[config.mk]
export PLATFORM = sky130hd
export DESIGN_NAME = viol_reset_ctrl
export DESIGN_NICKNAME = d
export VERILOG_FILES = /design/src/rtl/vrased_pkg.sv /design/src/rtl/viol_edge_det.sv /design/src/rtl/viol_reset_ctrl.sv
export SDC_FILE = /design/constraint.sdc
export NUM_CORES = 1
export LEC_CHECK = 0
export BUFFER_PORTS_ARGS = -buffer_cell sky130_fd_sc_hd__buf_2
export CORE_UTILIZATION = 35
export CTS_CLUSTER_SIZE = 10
export DETAILED_ROUTE_END_ITERATION = 7
export HOLD_SLACK_MARGIN = 0.05
export PLACE_DENSITY = 0.56
export SYNTH_ARGS = -nofsm -noshare
export SYNTH_HDL_FRONTEND = slang
export SYNTH_HIERARCHICAL = 1
export SYNTH_SLANG_ARGS = --single-unit
[constraint.sdc]
create_clock -name clk -period 1.9 [get_ports clk]
set_input_delay 0.38 -clock clk [delete_from_list [all_inputs] [get_ports clk]]
set_output_delay 0.38 -clock clk [all_outputs]
set_load 0.05 [all_outputs]
[src/rtl/vrased_pkg.sv]
// -----------------------------------------------------------------------------
// vrased_pkg
//   Definitions shared by the VRASED violation/reset path:
//     - rst_state_e     : reset controller state encoding (ST_IDLE / ST_HOLD)
//     - SRC_*           : bit positions of each monitor inside viol_req
//     - DEF_HOLD_CYCLES : default width of the system reset pulse
//     - min_width()     : register width able to hold 0..n-1, never below 1
// -----------------------------------------------------------------------------
package vrased_pkg;

    typedef enum logic {
        ST_IDLE = 1'b0,
        ST_HOLD = 1'b1
    } rst_state_e;

    // Monitor positions inside the viol_req vector.
    localparam int SRC_DMA  = 0;    // DMA/IRQ detector
    localparam int SRC_MEM  = 1;    // memory access-control monitor
    localparam int SRC_ATOM = 2;    // atomicity / control-flow monitor
    localparam int SRC_KEY  = 3;    // key-access monitor

    localparam int DEF_N_SRC       = 4;
    localparam int DEF_HOLD_CYCLES = 8;
    localparam int DEF_CNT_W       = 8;

    // Width of a down-counter that must hold values 0..n-1.
    function automatic int min_width(input int n);
        int w;
        w = (n > 1) ? $clog2(n) : 1;
        return w;
    endfunction

endpackage

[src/rtl/viol_edge_det.sv]
// -----------------------------------------------------------------------------
// viol_edge_det
//   Per-source rising-edge detector for monitor reset requests. A request
//   held high yields a single one-cycle event; the source re-arms only once
//   it has been seen low for at least one cycle.
//
//   Ports
//     clk       in   system clock
//     rst       in   synchronous active-high reset
//     viol_req  in   [N_SRC]  level requests from the monitors
//     req_edge  out  [N_SRC]  combinational rising-edge flags
// -----------------------------------------------------------------------------
module viol_edge_det #(
    parameter int N_SRC = 4
) (
    input  logic             clk,
    input  logic             rst,
    input  logic [N_SRC-1:0] viol_req,
    output logic [N_SRC-1:0] req_edge
);

    logic [N_SRC-1:0] req_q;
    logic [N_SRC-1:0] req_d;

    always_comb begin
        req_d = viol_req;
    end

    // History resets to all ones so a request that is already asserted when
    // reset releases is treated as old news rather than a fresh violation.
    always_ff @(posedge clk) begin
        if (rst) begin
            req_q <= {N_SRC{1'b1}};
        end else begin
            req_q <= req_d;
        end
    end

    generate
        for (genvar gi = 0; gi < N_SRC; gi++) begin : g_edge
            assign req_edge[gi] = viol_req[gi] & ~req_q[gi];
        end
    endgenerate

endmodule

[src/rtl/viol_reset_ctrl.sv]
// -----------------------------------------------------------------------------
// viol_reset_ctrl
//   Turns each new monitor reset request into one fixed-width system reset
//   pulse for the openMSP430 PUC logic, and keeps debug state about the
//   violations: which sources fired, the PC at the first one, and a
//   saturating count of violation cycles. Reacting to request edges (not
//   levels) keeps a monitor that holds its request high from locking the
//   CPU in reset.
//
//   Ports
//     clk        in   system clock
//     rst        in   synchronous active-high reset
//     viol_req   in   [N_SRC]  level requests from the monitors
//     pc         in   [16]     current CPU program counter
//     cause_clr  in   one-cycle pulse clearing cause / viol_pc / viol_cnt
//     sys_rst    out  registered reset request to the CPU PUC
//     busy       out  same as sys_rst (pulse in progress)
//     cause      out  [N_SRC]  sticky per-source violation flags
//     viol_pc    out  [16]     PC at the first violation since clear
//     viol_cnt   out  [CNT_W]  saturating count of violation cycles
// -----------------------------------------------------------------------------
module viol_reset_ctrl
    import vrased_pkg::*;
#(
    parameter int N_SRC       = DEF_N_SRC,
    parameter int HOLD_CYCLES = DEF_HOLD_CYCLES,
    parameter int CNT_W       = DEF_CNT_W
) (
    input  logic             clk,
    input  logic             rst,
    input  logic [N_SRC-1:0] viol_req,
    input  logic [15:0]      pc,
    input  logic             cause_clr,
    output logic             sys_rst,
    output logic             busy,
    output logic [N_SRC-1:0] cause,
    output logic [15:0]      viol_pc,
    output logic [CNT_W-1:0] viol_cnt
);

    localparam int              HC_W        = min_width(HOLD_CYCLES);
    localparam logic [HC_W-1:0] HOLD_RELOAD = HC_W'(HOLD_CYCLES - 1);
    localparam logic [CNT_W-1:0] CNT_MAX    = {CNT_W{1'b1}};

    // ------------------------------------------------------------------
    // Edge detection
    // ------------------------------------------------------------------
    logic [N_SRC-1:0] req_edge;
    logic             any_edge;

    viol_edge_det #(
        .N_SRC (N_SRC)
    ) u_edge_det (
        .clk      (clk),
        .rst      (rst),
        .viol_req (viol_req),
        .req_edge (req_edge)
    );

    assign any_edge = |req_edge;

    // ------------------------------------------------------------------
    // State
    // ------------------------------------------------------------------
    rst_state_e       state_q,    state_d;
    logic [HC_W-1:0]  hold_cnt_q, hold_cnt_d;
    logic             sys_rst_q,  sys_rst_d;
    logic [N_SRC-1:0] cause_q,    cause_d;
    logic [15:0]      viol_pc_q,  viol_pc_d;
    logic [CNT_W-1:0] viol_cnt_q, viol_cnt_d;

    // ------------------------------------------------------------------
    // Pulse FSM: any new edge (re)loads the hold counter, so a retrigger
    // in the middle of a pulse stretches it rather than starting a second.
    // ------------------------------------------------------------------
    always_comb begin
        state_d    = state_q;
        hold_cnt_d = hold_cnt_q;
        case (state_q)
            ST_IDLE: begin
                if (any_edge) begin
                    state_d    = ST_HOLD;
                    hold_cnt_d = HOLD_RELOAD;
                end
            end
            ST_HOLD: begin
                if (any_edge) begin
                    hold_cnt_d = HOLD_RELOAD;
                end else if (hold_cnt_q == '0) begin
                    state_d = ST_IDLE;
                end else begin
                    hold_cnt_d = hold_cnt_q - HC_W'(1);
                end
            end
            default: begin
                state_d    = ST_IDLE;
                hold_cnt_d = '0;
            end
        endcase
        // Registered copy of the next state keeps the PUC input glitch-free.
        sys_rst_d = (state_d == ST_HOLD);
    end

    // ------------------------------------------------------------------
    // Debug registers. A clear and a new edge in the same cycle resolve in
    // favour of the edge, so a violation is never lost to a clear.
    // ------------------------------------------------------------------
    always_comb begin
        cause_d    = cause_q;
        viol_pc_d  = viol_pc_q;
        viol_cnt_d = viol_cnt_q;

        if (cause_clr) begin
            cause_d = req_edge;
        end else begin
            cause_d = cause_q | req_edge;
        end

        // First violation since clear: prior cause is empty, or being wiped.
        if (any_edge && ((cause_q == '0) || cause_clr)) begin
            viol_pc_d = pc;
        end

        if (cause_clr) begin
            viol_cnt_d = CNT_W'(any_edge);
        end else if (any_edge && (viol_cnt_q != CNT_MAX)) begin
            viol_cnt_d = viol_cnt_q + CNT_W'(1);
        end
    end

    // Reset lands in HOLD with a full count: the power-up pulse is the same
    // width as a violation pulse.
    always_ff @(posedge clk) begin
        if (rst) begin
            state_q    <= ST_HOLD;
            hold_cnt_q <= HOLD_RELOAD;
            sys_rst_q  <= 1'b1;
            cause_q    <= '0;
            viol_pc_q  <= '0;
            viol_cnt_q <= '0;
        end else begin
            state_q    <= state_d;
            hold_cnt_q <= hold_cnt_d;
            sys_rst_q  <= sys_rst_d;
            cause_q    <= cause_d;
            viol_pc_q  <= viol_pc_d;
            viol_cnt_q <= viol_cnt_d;
        end
    end

    assign sys_rst  = sys_rst_q;
    assign busy     = sys_rst_q;
    assign cause    = cause_q;
    assign viol_pc  = viol_pc_q;
    assign viol_cnt = viol_cnt_q;

endmodule

### Word-level counts from Yosys, hierarchy flattened

Index checks and enable logic that the tools add are counted.

* add/subtract/negate cells: 2
* equality and inequality tests: 3
* mux-type cells: 11
* bitwise operators: 10
* reduce and logical (&&, ||, !) cells: 9

Operators by type and width (number)
* two-way mux 3 bit: 3
* adder 8 x 1 -> 8 bit, second input constant: 1
* != test 8 bit, second input constant: 1
* case mux 3 bit (2 select lines): 1
* two-way mux 1 bit: 5
* NOT 1 bit: 5
* AND 1 bit: 4
* zero test 4 bit: 1
* two-way mux 4 bit: 1
* bitwise OR 4 bit: 1
* OR reduction 4 bit: 1
* zero test 3 bit: 1
* != test 3 bit, second input constant: 1
* subtractor 3 x 1 -> 3 bit, second input constant: 1
* logical AND 1 bit: 2
* != test 2 bit, second input constant: 1
* case mux 1 bit (2 select lines): 1
* AND reduction 2 bit: 1
* nonzero test 2 bit: 1
* OR reduction 2 bit: 1
* logical OR 1 bit: 1

* flip-flop bits (word level): 36
* bits of input ports: 23
* output and inout port bits: 30
* word-level logic and storage cells: 42

### Longest topological paths before layout

Gate-level depths: netlist (run 1).

* depth after elaboration: 6
* gate-level depth with buffers: 5
* gate-level depth less buffers: 5

### Cells and area by module

The synthesis (run 1) kept the hierarchy.

By module, submodules not included
* viol_reset_ctrl: instances 1, cells each 155, area an instance 1512.7 µm², sequential area each 640.6 µm²
* viol_edge_det: instances 1, cells each 12, area an instance 130.1 µm², sequential area each 80.1 µm²

### Least setup slack after synthesis (run 1)

Ideal clock, no wire load.

* kind: reg-to-reg
* start: reg viol_cnt_q[2] (netlist: viol_cnt[2])
* end: reg viol_cnt_q[7] (netlist: viol_cnt[7])
* setup time: 119 ps
* arrival: 1737 ps
* data required time: 1781 ps
* setup slack: 44 ps
* stages on the path, launching flop included: 4
* buffers on the path: 0
* period minus slack after synthesis: 1856 ps
* cell sequence: dfxtp_1 nand3_1 or4_1 o221a_2

* longest elaborated chain between the ends: 2
* elaborated cells on any way between the ends: 3
* those cells by class: 1 x add/sub; 1 x eq/ne; 1 x reduce/logical

RTL lines
* from (decl): RTL line viol_reset_ctrl.sv:70 `logic [CNT_W-1:0] viol_cnt_q, viol_cnt_d;`
* from (signal assigned): RTL line viol_reset_ctrl.sv:147 `viol_cnt_q <= viol_cnt_d;`
* branches (longest 2 deep; another with adder 8 x 1 -> 8 bit)

Several ways; the timed one is not identified.
A chain may end at the register's enable or synchronous reset.

### Final worst setup path (run 1)

* start: reg u_edge_det.req_q[2]
* end: reg viol_cnt_q[7] (netlist: viol_cnt[7])

* longest elaborated chain between the ends: 4

RTL lines
* from (decl): RTL line viol_edge_det.sv:22 `logic [N_SRC-1:0] req_q;`
* from (signal assigned): RTL line viol_edge_det.sv:33 `req_q <= {N_SRC{1'b1}};`
* from (signal assigned): RTL line viol_edge_det.sv:35 `req_q <= req_d;`
* NOT 1 bit: RTL line viol_edge_det.sv:41 `assign req_edge[gi] = viol_req[gi] & ~req_q[gi];`
* AND 1 bit: RTL line viol_edge_det.sv:41
* named net req_edge[2]: RTL line viol_reset_ctrl.sv:48 `logic [N_SRC-1:0] req_edge;`
* OR reduction 4 bit: RTL line viol_reset_ctrl.sv:60 `assign any_edge = |req_edge;`
* logical AND 1 bit: RTL line viol_reset_ctrl.sv:126 `end else if (any_edge && (viol_cnt_q != CNT_MAX)) begin`

The timed path passes the listed nets, and every way through them passes these cells.

==> results of run 1 <==
## state kept, by name, indices dropped and copies added (netlist names)
register and count:
u_edge_det/req_q 4, viol_cnt 8, hold_cnt_q 3, cause 4, busy 1, viol_pc 16
## kinds of logic (layout without fill, tap and decap cells)
kind of cell | count (synthesis) | after routing | synth area share
AOI/OAI and AO/OA | 23 | 23 | 0.1036
adders and majority gates | 3 | 3 | 0.02285
buffers and inverters | 14 | 71 | 0.04189
DFF | 36 | 36 | 0.4387
muxes | 18 | 18 | 0.1097
and+or+nand+nor | 73 | 73 | 0.2833
## metrics by stage
step,total power [W],instance area [um^2],hold slack (ps),worst slack [ps]
floorplan,0.001094,1643,475.7,44.12
global placement,0.001173,1941,459.7,44.18
detailed placement,0.001174,1941,460.8,32.52
CTS,0.001706,2026,273.7,47.06
global route,0.001795,2066,279.5,141.2
finish,0.001699,2066,282.5,250.1
## metal layers
| layer | GRT usage | wire (um) | vias to the layer above |
|---|---|---|---|
| li1 | - | - | 697 |
| met1 | 0.1829 | 1619 | 583 |
| met2 | 0.2481 | 1543 | 32 |
| met3 | 0.04618 | 155 | 5 |
| met4 | 0.05442 | 41 | 0 |
| met5 | 0 | 0 | - |
## repair_timing
item,in CTS,in global routing
setup endpoints to repair,0,11
buffers inserted,0,2
resized for setup,0,0
## cell usage in the layout, fill, tap and decap left out, drive strengths merged
cell / netlist / routed
a2111oi: 1 / 1
a21oi: 6 / 6
a311oi: 2 / 2
a31oi: 1 / 1
a41oi: 3 / 3
and2: 1 / 1
and3: 3 / 3
and4: 1 / 1
buf: 2 / 56
clkbuf: 5 / 7
clkinv: 0 / 1
dfxtp: 36 / 36
ha: 3 / 3
inv: 7 / 7
mux2i: 18 / 18
nand2: 4 / 4
nand2b: 32 / 32
nand3: 3 / 3
nor2: 6 / 6
nor2b: 6 / 6
nor3: 1 / 1
nor3b: 1 / 1
nor4: 2 / 2
nor4bb: 2 / 2
o2111a: 1 / 1
o21ai: 6 / 6
o221a: 1 / 1
o311ai: 1 / 1
o32ai: 1 / 1
or2: 5 / 5
or3: 3 / 3
or4: 3 / 3
## how the worst max path moves through the flow
stage	depth (start not counted)	start	slack [ps]	to
2_1_floorplan	3	viol_cnt[2]	40	viol_cnt[7]
3_3_place_gp	5	viol_req[3]	40	hold_cnt_q[1]
3_5_place_dp	5	viol_req[3]	30	hold_cnt_q[1]
4_1_cts	3	cause[2]	50	viol_pc[15]
5_1_grt	4	viol_cnt[0]	140	viol_cnt[3]
6_report	4	u_edge_det/req_q[2]	250	viol_cnt[7]
## area by class of cell
type,count,share of cell area
clock buffers,7,0.03695
clock inverters,1,0.004240
inverters,7,0.01272
multi-input cells,117,0.4131
flip-flops and latches,36,0.3489
well taps,52,0.03150
repair buffers,56,0.1526
## worst max-delay path, stage by stage, from the launching register on
cell     delay [ps]
dfxtp_1         300
nor2b_1         300
nor4_4          130
or4_1           540
o221a_2         270
## power by group
part / internal [W] / switching [W] / total [W]
clock: 0.000262 / 0.000263 / 0.000525
combinational: 0.000128 / 0.000226 / 0.000354
sequential: 0.000798 / 0.0000217 / 0.000820
total: 0.00119 / 0.000511 / 0.00170
==> reports/results.ini, run 1 <==
[status]
status = finished, violations left
violations = DRC

[setup_path]
critPathCaptureType = flip-flop
critPathLaunchType = flip-flop
reg2regPathDepth = 4
path_max_fanout = 7
critPathArrivalTime_ps = 1830
worstSetupPathType = flip-flop to flip-flop
crit_required_ps = 2080
r2r-end = viol_cnt[7]
r2r-start = u_edge_det/req_q[2]
ff2ff_setup_slack_ps = 250

[die]
rows = 24
die_w_um = 70.51
start_util = 0.3697
die_y_um = 70.51
pin_count = 53
core_area_mm2 = 0.004444
die_area_mm2 = 0.004972

[drt]
vias = 1317
avgRoutedWirePerCell_um = 12.17
ant_nets = 0
drtIter0Drc = 62
drt_first_pass_iters = 8
wirelength_um = 3359
routed_via_density = 4.772
drc_errors = 8

[yosys]
synth_warnings = 6
synth_edf_count = 0
synth-async-reset-ratio = 0
synth-seq-cells = 36
syn_area_mm2 = 0.001643
yosysTopAreaCellShare = 0.4387
synth_cell_types = 38
synth_flop_cell = dfxtp_1
synth_area_leaders = dfxtp_1 44%, nand2b_1 12%, mux2i_1 11%, ha_1 2.3%, nor2b_1 2.3%
ys_seq_area_frac = 0.4387
yosysMostFrequentCell = dfxtp_1
synthTopCellsByCount = 36 x dfxtp_1, 32 x nand2b_1, 18 x mux2i_1, 7 x inv_1
syn-num-nets = 193
yosysTopAreaCell = dfxtp_1
avgSynthCellArea_um2 = 9.837
synthCells = 167

[timing]
hold_violations = 0
drv_slew = 0
setup_tns_ps = 0
fmax_ghz = 0.6061
fin_worst_skew_ps = 7.483
setup_viol = 0
rsz0062_at_grt = false
fin_crit_sh = 0.8684
slew_headroom = 0.6041
worst_pin_slew_ps = 593.8
min_period_ps = 1650

[final_layout]
antenna_cells = 0
final_cell_count_no_fill = 276
multi_input_area_um2 = 853.3
nFillCells = 446
seqCellArea_um2 = 720.7
layout-drive-gt1-share = 0.3036
fin_util = 0.4648
fin_nets = 249
area_growth_pct = 25.74

[clocking]
h-tree-depth = 2
cts_root_buf = clkbuf_8
postCtsHoldBufs = 0
cts.sinks = 36
insertion_delay_ps = 280
cts_tree = built
cts.clk_slew.worst_paths_ps = 70
numCtsBuffers = 5
cts_buffer_depth = 2

[global_routing]
grt_pass1_vias = 1275
antenna_found_initial = 0
grt_use_total = 0.1497
grt_start_max_net_pins = 47
grt_pass1_wl_um = 5809
grt_overflow = 0

[placed_design]
dp_cells = 266
place_hpwl_um = 2400
place.gp.congestion = 0.7328
port_buffers = 52

[run]
drv_cap = 0

[power]
p_per_area_mw_per_mm2 = 822.5
vdd_drop_max_v = 0.0002843
power.leakage_nw = 0.9247

[min_path]
hp-class = input pin to flip-flop
hold_depth = 2
worstHoldStart = viol_req[2]
worstHoldEndpoint = u_edge_det/req_q[2]

Power figures use the tool's default switching activity.
==> run 2: changes to the inputs <==
Settings changed: SETUP_SLACK_MARGIN from default to 0.4.
==> reports/results.ini, run 2 (synthesis gave the netlist of run 1 again) <==
[timing]
fin_crit_sh = 0.8046
fin_worst_skew_ps = 5.669
worst_pin_slew_ps = 639.4
hold_violations = 0
layout_setup_ws_ps = 371.2
finalHoldWorstSlack_ps = 291.6
fmax_ghz = 0.6541
min_period_ps = 1529
setup_tns_ps = 0
rsz0062_at_grt = true
setup_viol = 0
slew_headroom = 0.5737
drv_slew = 0

[final_layout]
mostFrequentLayoutCells = 52 x buf_2, 32 x nand2b_1, 24 x dfxtp_1, 17 x mux2i_1
largest_register_ffs = 16
area_growth_pct = 33.51
layout-drive-gt1-share = 0.4196
fin_nets = 249
nFillCells = 425
final_common_cell = buf_2
antenna_cells = 0

[global_routing]
grt_start_max_net_pins = 47
grt_use_total = 0.1611
antenna_found_initial = 0
grt_overflow = 0
grt_pass1_wl_um = 6306
grt_pass1_vias = 1381

[run]
drv_cap = 0

[die]
die_y_um = 70.51
rows = 24
pin_count = 53
core_area_mm2 = 0.004444
die_w_um = 70.51
die_area_mm2 = 0.004972
start_util = 0.3697

[setup_path]
ff2ff_setup_slack_ps = 370
path_max_fanout = 8
slowest_delay_ps = 540
cp_cell_sequence = or4_4, a21oi_4, buf_12, mux2i_2
critPathCaptureType = flip-flop
path_delay_family = simple AND/OR/NAND/NOR gates
crit_slowest_cell = or4_4
crit_required_ps = 2120
critPathBufInv = 1
critPathLaunchType = flip-flop
critPathArrivalTime_ps = 1750
worstSetupPathType = flip-flop to flip-flop

[clocking]
h-tree-depth = 2
cts_buffer_depth = 2
insertion_delay_ps = 290
cts.sinks = 36
cts_root_buf = clkbuf_8
cts_tree = built
numCtsBuffers = 5
cts.clk_slew.worst_paths_ps = 80
postCtsHoldBufs = 0

[power]
vdd_drop_max_v = 0.0002920
p_per_area_mw_per_mm2 = 828.6
power.leakage_nw = 0.9603

[placed_design]
post-place-ws_ps = 9.553
port_buffers = 52
place_hpwl_um = 2641
place.gp.congestion = 0.8396

[drt]
wirelength_um = 3937
ant_nets = 0
drc_errors = 2
vias = 1394
avgRoutedWirePerCell_um = 14.26
routed_via_density = 5.051
drt_first_pass_iters = 6
drtIter0Drc = 124

[status]
status = finished, violations left
violations = DRC

[min_path]
hp-class = input pin to flip-flop

-- run 2: changes by cell type in the layout (fill, tap and decap cells not counted), sizes merged --
cell,before,now
buf,56,55
clkinvlp,0,1
-- run 2: metrics by stage --
stage / util / power [W] / instances / cell area (um^2)
final: 0.4935 / 0.001817 / 276 / 2193
after CTS: 0.4800 / 0.001823 / 274 / 2133
after detailed placement: 0.4437 / 0.001180 / 265 / 1972
after global routing: 0.4935 / 0.001899 / 276 / 2193
after floorplan: - / 0.001096 / 167 / 1682
after global placement: 0.4437 / 0.001169 / 265 / 1972
-- run 2: final cells by class --
| type | count | area (um^2) | area share |
|---|---|---|---|
| clock buffers | 6 | 93.84 | 0.04278 |
| multi-input cells | 117 | 927.1 | 0.4227 |
| repair buffers | 56 | 320.3 | 0.1460 |
| inverters | 7 | 26.28 | 0.01198 |
| flip-flops and latches | 36 | 748.2 | 0.3411 |
| clock inverters | 2 | 12.51 | 0.005705 |
| well taps | 52 | 65.06 | 0.02966 |
-- run 2: worst paths after layout --
path / start / to / cells after the start
max: cause[3] / viol_pc[14] / 4
min reg2reg: viol_pc[12] / viol_pc[12] / 2
max reg2reg: cause[3] / viol_pc[14] / 4
min: viol_req[0] / u_edge_det/req_q[0] / 2
-- run 2: layer usage --
layer | track usage | routed length (um) | up-vias
met4 | 0.06122 | 45 | 0
met2 | 0.2783 | 1952 | 55
met3 | 0.05051 | 274 | 7
met1 | 0.1862 | 1665 | 637
met5 | 0 | 0 | -
li1 | - | - | 695
-- run 2: repair_timing --
item,in CTS,in global routing
setup endpoints to repair,25,24
gates cloned,0,1
resized for setup,10,7
buffers inserted,1,1
pin swaps,4,3
-- run 2: power by group --
part	switching (W)	internal, W
Combinational	0.000238	0.000140
Clock	0.000284	0.000335
Sequential	0.0000253	0.000795
Total	0.000547	0.00127
==> run 3: changes to the inputs <==
Settings changed: PLACE_DENSITY 0.56 to 0.58.
Clock period 1.9 ns to 1.35 ns, I/O delays scaled along.
==> reports/results.ini, run 3 (synthesis gave the netlist of run 1 again) <==
[status]
status = finished, violations left
violations = DRC, setup timing

[final_layout]
mostFrequentLayoutCells = 32 x nand2b_1, 29 x buf_8, 22 x buf_2, 19 x dfxtp_2, 18 x mux2i_1
nFillCells = 356
final_common_cell = nand2b_1
largest_register_ffs = 16
area_growth_pct = 69.31
layout-drive-gt1-share = 0.5709
antenna_cells = 0
fin_nets = 272

[die]
pin_count = 53
die_y_um = 70.51
die_area_mm2 = 0.004972
core_area_mm2 = 0.004444
rows = 24
die_w_um = 70.51
start_util = 0.3697

[setup_path]
worstSetupPathType = flip-flop to flip-flop
crit_required_ps = 1560
critPathCaptureType = flip-flop
critPathArrivalTime_ps = 1720
critPathLaunchType = flip-flop
path_max_fanout = 16

[global_routing]
grt_overflow = 0
grt_use_total = 0.1765
grt_pass1_vias = 1472
antenna_found_initial = 0
grt_start_max_net_pins = 19
grt_pass1_wl_um = 6720

[power]
power.leakage_nw = 1.148
p_per_area_mw_per_mm2 = 931.1
power_w = 0.002590
vdd_drop_max_v = 0.0005268

[placed_design]
place.gp.congestion = 0.8414
place_hpwl_um = 2623
port_buffers = 52

[drt]
drtIter0Drc = 84
avgRoutedWirePerCell_um = 13.23
routed_via_density = 4.916
ant_nets = 0
drc_errors = 7
drt_first_pass_iters = 6
vias = 1470
wirelength_um = 3955

[clocking]
insertion_delay_ps = 290
cts_root_buf = clkbuf_8
cts.sinks = 36
numCtsBuffers = 5
cts.clk_slew.worst_paths_ps = 70
h-tree-depth = 2
cts_buffer_depth = 2
cts_tree = built

[timing]
finalHoldWorstSlack_ps = 170.8
rsz0062_at_grt = true
drv_slew = 0
hold_violations = 0
layout_setup_ws_ps = -154.3
slew_headroom = 0.7755
setup_viol = 28
fin_worst_skew_ps = 8.536
fmax_ghz = 0.6648
fin_crit_sh = 1.114
min_period_ps = 1504
worst_pin_slew_ps = 332.3

[min_path]
hp-class = input pin to flip-flop

[run]
drv_cap = 0

run 3: routing by layer:
layer  vias up  wire length (um)  part of all wire  GRT usage
met5         -                 0                 0          0
met4         0                63             0.016    0.06803
li1        743                 -                 -          -
met1       677              1848              0.47     0.2212
met2        44              1790              0.45     0.2740
met3         6               252             0.064    0.06782
run 3: what timing repair did:
item | in CTS | in global routing
pin swaps | 7 | 5
endpoints found under the setup margin | 58 | 58
gates resized for setup | 135 | 6
hold buffers | 0 | 0
buffers inserted | 6 | 2
run 3: path summary, 6_finish.rpt:
check                   start                   to  slack [ps]  depth (start not counted)
hold / removal    viol_req[0]  u_edge_det/req_q[0]         170                          2
hold reg to reg    viol_pc[2]           viol_pc[2]         480                          2
setup reg to reg     cause[1]           viol_pc[7]        -150                          4
setup / recovery     cause[1]           viol_pc[7]        -150                          4
run 3: layout make-up:
type / instances / area [um^2] / area share
Clock buffer: 7 / 76.32 / 0.02744
Inverter: 7 / 26.28 / 0.009447
Timing Repair Buffer: 79 / 820.8 / 0.2951
Multi-Input combinational cell: 117 / 1002 / 0.3603
Sequential cell: 36 / 785.8 / 0.2825
Tap cell: 52 / 65.06 / 0.02339
Clock inverter: 1 / 5.005 / 0.001799
run 3: power by group:
part           internal (W)  switching, W
sequential          0.00112     0.0000536
clock              0.000362      0.000380
combinational      0.000327      0.000351
run 3: through the flow:
stage / worst slack (ps) / setup TNS [ps] / utilization / area, um^2 / instances
global placement: -331.2 / -6801 / 0.4871 / 2165 / 283
floorplan: -290.9 / -4380 / - / 1735 / 167
CTS: -175.1 / -3423 / 0.6135 / 2726 / 297
detailed placement: -355.6 / -7275 / 0.4871 / 2165 / 283
global route: -233.6 / -4653 / 0.6258 / 2781 / 299
finish: -154.3 / -2989 / 0.6258 / 2781 / 299
run 3: worst max-delay path, stage by stage, from the launching register on:
cell     delay [ps]
dfxtp_4         350
or4_4           540
a21oi_4         160
buf_12          180
mux2i_1         190
